**src/rtl/lfsr_card_draw.sv**
```systemverilog
// Fibonacci LFSR with a req/draw handshake returning values in 1..MAX_VAL by rejection sampling.
// Optional REPEAT_REJECT_EN: also reject a candidate equal to the previous draw.
module lfsr_card_draw #(
   parameter int                 WIDTH     = 8,
   parameter logic [WIDTH-1:0]   TAPS      = WIDTH'(8'hB8),
   parameter logic [WIDTH-1:0]   SEED      = WIDTH'(8'hA5),
   parameter int                 OUT_W     = 4,
   parameter int                 MAX_VAL   = 13,
   parameter int                 MAX_TRIES = 32
) (
   input  logic             clk,
   input  logic             rst,
   input  logic             enable,
   input  logic             seed_load,
   input  logic [WIDTH-1:0] seed_in,
   input  logic             req,
   output logic             busy,
   output logic             draw_valid,
   output logic [OUT_W-1:0] draw_val,
   output logic [WIDTH-1:0] out
);

   localparam int TW = (MAX_TRIES > 1) ? $clog2(MAX_TRIES) : 1;

   typedef enum logic {IDLE, SEARCH} state_t;

   state_t           state, state_nxt;
   logic [WIDTH-1:0] lfsr, lfsr_nxt;
   logic [TW-1:0]    tries, tries_nxt;
   logic [OUT_W-1:0] cand, fire_val;
   logic             in_range, cand_ok, last_try, fire, advance;

   assign lfsr_nxt = {lfsr[WIDTH-2:0], ^(lfsr & TAPS)};
   assign cand     = lfsr[OUT_W-1:0];
   assign in_range = (cand != '0) && (cand <= OUT_W'(MAX_VAL));
   assign last_try = (tries == TW'(MAX_TRIES - 1));
   assign out      = lfsr;

`ifdef REPEAT_REJECT_EN
   assign cand_ok = in_range && (cand != draw_val);
`else
   assign cand_ok = in_range;
`endif

   // state register plus the datapath registers it qualifies
   always_ff @(posedge clk) begin
      if (rst) begin
         state      <= IDLE;
         lfsr       <= SEED;
         tries      <= '0;
         draw_valid <= 1'b0;
         draw_val   <= '0;
      end else begin
         state      <= state_nxt;
         tries      <= tries_nxt;
         draw_valid <= fire;
         if (fire)
            draw_val <= fire_val;
         // a load wins over advancing, so the current cand is still judged this edge
         if (seed_load)
            lfsr <= (seed_in == '0) ? SEED : seed_in;
         else if (advance)
            lfsr <= lfsr_nxt;
      end
   end

   always_comb begin
      state_nxt = state;
      tries_nxt = tries;
      fire      = 1'b0;
      fire_val  = '0;
      case (state)
         IDLE: begin
            if (req) begin
               state_nxt = SEARCH;
               tries_nxt = '0;
            end
         end
         SEARCH: begin
            if (cand_ok) begin
               fire      = 1'b1;
               fire_val  = cand;
               state_nxt = IDLE;
            end else if (last_try) begin
               fire      = 1'b1;
               fire_val  = OUT_W'(1);
               state_nxt = IDLE;
            end else begin
               tries_nxt = tries + TW'(1);
            end
         end
         default: state_nxt = IDLE;
      endcase
   end

   always_comb begin
      busy    = (state == SEARCH);
      advance = (state == SEARCH) || enable;
   end

endmodule

```
**config.mk**
```make
export PLATFORM = sky130hd
export DESIGN_NAME = lfsr_card_draw
export DESIGN_NICKNAME = d
export VERILOG_FILES = /design/src/rtl/lfsr_card_draw.sv
export SDC_FILE = /design/constraint.sdc
export NUM_CORES = 1
export LEC_CHECK = 0
export CORE_MARGIN = 2
export CORE_UTILIZATION = 50
export CTS_CLUSTER_DIAMETER = 50
export DETAILED_ROUTE_END_ITERATION = 6
export DONT_BUFFER_PORTS = 1
export PLACE_DENSITY = 0.68
export RECOVER_POWER = 25
export SLEW_MARGIN = 20
export SYNTH_ARGS = -nofsm -noshare
export SYNTH_HDL_FRONTEND = slang
export SYNTH_SLANG_ARGS = --single-unit
export TNS_END_PERCENT = 50
```
**constraint.sdc**
```tcl
create_clock -name clk -period 1.66 [get_ports clk]
set_input_delay 0.498 -clock clk [delete_from_list [all_inputs] [get_ports clk]]
set_output_delay 0.498 -clock clk [all_outputs]
set_load 0.03 [all_outputs]
```
==> results by group <==
Cells and area
  – Number of fill cells in the layout: 178
  – Diodes inserted: 0
  – Non-filler cells in the finished layout: 135
  – Share of cells above drive strength 1: 21.8%
  – Layout-stage area growth over the synthesis result: 10.9%
  – Number of nets in the layout: about 130

Clock tree
  – TritonCTS clock tree: built
  – Maximum root-to-sink buffer count: 2
  – Total clock buffers created by CTS: 3
  – Clock Tree Root: sky130_fd_sc_hd__clkbuf_4
  – Reg clk slew, reported paths: ~0.10 ns
  – Clk Latency, worst-skew pair: 0.29 ns
  – Quantity of hold-fixing buffers added after cts: 0
  – Number of H-tree levels: 1
  – Number of sinks on the clock net: 19

Power
  – Power consumption: 0.940 mW
  – Cell-internal power: ~0.66 mW
  – Switching pwr: ~0.28 mW
  – Relative contribution of the clock network to total power: 24.4%
  – Sequential cell fraction of total power: 57.3%
  – Maximum resistive drop on vdd: 0.548 mV
  – Comb power frac: 18.4%
  – Power density of the placed cells: slightly below 900 nW/µm²
  – Switch share: 30.0%
  – Static leakage: 0.392 nW

Placement
  – Placed cells: 130
  – Sum of net half-perimeters after detailed placement: approximately 1500 µm
  – Final weighted congestion in routability-driven placement: 0.832
  – Count of input and output buffers: 0
  – Setup slack at placement: between 0.07 and 0.08 ns

Timing
  – Post-layout worst setup margin: 0.106 ns
  – Final Cycle Share: 93.6%
  – Fmax: 643 MHz
  – Final Max Tran Viols: 0
  – Fin crit period: 1.55 ns
  – Slew margin rel.: 73.7%
  – Slew at the pin closest to its max-slew limit: about 0.39 ns
  – Setup repair after global routing missed its margin: false
  – Setup violation total in the final timing report: 0
  – Count of endpoints failing hold in the final timing report: 0
  – Worst clock skew: 0.00575 ns
  – Summed negative setup slack over all endpoints: 0 ns

Detailed routing
  – Detail Route Antenna Nets: 0
  – Via density per instance: about 5.8
  – DR iter-0 viols: 9
  – Wirelength per Cell: 14.8 µm
  – Residual DRC count: 0
  – Drt first pass iters: 4
  – Overall via count from detail_route: roughly 800
  – Total wirelength of the detailed-routed design: 2000 µm

Floorplanning
  – Standard cell core area: 1760 µm²
  – Die Ht: 47.7 µm
  – Die footprint: 2270 µm²
  – Starting Density: 54.0%
  – Number of top-level pins: 27
  – Row count: 15
  – X dimension of the die: about 48 µm

Status
  – Run status: complete, no violations

Logic synthesis
  – Number of instances in the synthesized netlist: 103
  – Commonest register cell after synthesis: sky130_fd_sc_hd__dfxtp_1
  – Most used standard cell by instance count after synthesis: sky130_fd_sc_hd__dfxtp_1
  – Number of synthesized flops with an enable pin: 0
  – Yosys top cell by area: sky130_fd_sc_hd__dfxtp_1
  – Post-synth design cell area: 953 µm²
  – Commonest cells in the synthesized netlist: sky130_fd_sc_hd__dfxtp_1 (19), sky130_fd_sc_hd__nand2_1 (12), sky130_fd_sc_hd__a21oi_1 (7), sky130_fd_sc_hd__a21o_1 (5), sky130_fd_sc_hd__nand3_1 (5)
  – Biggest area contributors in the synthesized netlist: sky130_fd_sc_hd__dfxtp_1 (40%), sky130_fd_sc_hd__mux2_2 (4.7%), sky130_fd_sc_hd__nand2_1 (4.7%)
  – Post-synthesis sequential element count: 19
  – Yosys Warn Count: 0
  – Post-synth cell types: 32
  – Share of synthesized area occupied by flip-flops and latches: 39.9%
  – Synthesized area per cell: 9.26 µm²
  – Share of Yosys cell area claimed by the top area cell type: about two fifths
  – Synthesized netlist net count: ~120
  – Fraction of registers with async set or reset after synthesis: 0%

Worst setup path
  – Crit path DAT: 1.77 ns
  – Worst setup SP type: flop
  – Critical path endpoint category: flop
  – Maximum fanout along the worst path: 8
  – Flop-to-flop setup slack: 0.11 ns
  – Kind of critical path: reg -> reg
  – Data required time at the worst endpoint: 1.87 ns

Flow run
  – Number of max-capacitance violations reported: 0

GRT
  – Wire length of the first global-routing pass: 3050 µm
  – Maximum number of pins on one net before global-route repair: 18
  – Gr usage total: 19.3%
  – Total global routing overflow: 0
  – Vias in the first global route: approximately 750
  – Initial antenna violation count: 0

Min path
  – Worst min-delay path category: in -> reg
[placed cells by master, fill, tap and decap left out, types with 2 or more instances in the layout]
cell type                  count
sky130_fd_sc_hd__o22ai_1       3
sky130_fd_sc_hd__a22o_1        3
sky130_fd_sc_hd__nand2_1      12
sky130_fd_sc_hd__clkbuf_4      3
sky130_fd_sc_hd__a31oi_1       4
sky130_fd_sc_hd__or4_1         2
sky130_fd_sc_hd__nor2_1        3
sky130_fd_sc_hd__xnor2_1       2
sky130_fd_sc_hd__and3_1        2
sky130_fd_sc_hd__dfxtp_1      17
sky130_fd_sc_hd__buf_4         8
sky130_fd_sc_hd__nand3_1       5
sky130_fd_sc_hd__nor3_1        2
sky130_fd_sc_hd__dfxtp_2       2
sky130_fd_sc_hd__a21oi_4       2
sky130_fd_sc_hd__nand4b_1      2
sky130_fd_sc_hd__o21ai_0       4
sky130_fd_sc_hd__nand2b_1      3
sky130_fd_sc_hd__a21oi_1       7
sky130_fd_sc_hd__a21o_1        5
sky130_fd_sc_hd__mux2_2        4
sky130_fd_sc_hd__mux2i_1       2
[cell type report]
| cell class | count | area (µm²) | share of cell area (%) |
|---|---|---|---|
| clock buffers | 4 | 26.3 | 2.49 |
| multi-input cells | 79 | 557 | 52.7 |
| flip-flops and latches | 19 | 383 | 36.2 |
| well taps | 25 | 31.3 | 2.96 |
| repair buffers | 8 | 60.1 | 5.68 |
[power groups by stage]
| stage | clock, mW | combinational (mW) | sequential, mW |
|---|---|---|---|
| after floorplan | 0 | 0.116 | 0.568 |
| after global placement | 0 | 0.169 | 0.549 |
| after detailed placement | 0 | 0.170 | 0.549 |
| after CTS | 0.239 | 0.171 | 0.539 |
| after global routing | 0.254 | 0.188 | 0.543 |
| final | 0.229 | 0.172 | 0.538 |
[per-layer routing]
metal	GRT usage (%)	wire length (µm)
met1	21.9	869
met2	32.2	937
met3	10.2	178
met4	4.86	12
met5	0	0
[sequential cells by signal, summed over array words and instances (netlist names)]
register    cells
busy            1
draw_val        4
draw_valid      1
out             8
tries           5
[critical path, stage by stage, from the launching register on]
cell and delay, ns:
sky130_fd_sc_hd__dfxtp_2 0.35, sky130_fd_sc_hd__ha_1 0.23, sky130_fd_sc_hd__and3_1 0.19, sky130_fd_sc_hd__ha_2 0.19
sky130_fd_sc_hd__a21oi_4 0.22, sky130_fd_sc_hd__a21oi_1 0.12, sky130_fd_sc_hd__a211oi_2 0.19
[metrics by stage]
| stage | utilization [%] | instance area, µm² | hold WS, ns |
|---|---|---|---|
| after floorplan | - | 953 | 0.464 |
| after global placement | 57.7 | 1020 | 0.475 |
| after detailed placement | 57.7 | 1020 | 0.484 |
| after CTS | 59.2 | 1040 | 0.245 |
| after global routing | 59.9 | 1060 | 0.227 |
| final | 59.9 | 1060 | 0.252 |
[logic make-up (layout without fill, tap and decap cells)]
kind of cell    Yosys count  after routing  synth area share [%]
xor+xnor                  3              3                  2.76
simple gates             36             36                  21.3
buf+inv                   5             12                  1.97
fa+ha+maj                 2              2                  2.62
mux                       6              6                  6.82
compound gates           32             32                  24.7
flops                    19             19                  39.9
[final timing paths]
check,to,start,depth (start not counted)
setup / recovery,tries[0],tries[0],6
hold / removal,tries[0],rst,1
setup reg to reg,tries[0],tries[0],6
hold reg to reg,tries[0],tries[0],1
[timing repair]
action	4_1_cts	5_1_grt
setup buffers	0	1
resized for setup	0	3
setup endpoints to repair	0	6
Note: power is estimated with default switching activity, not from simulation.
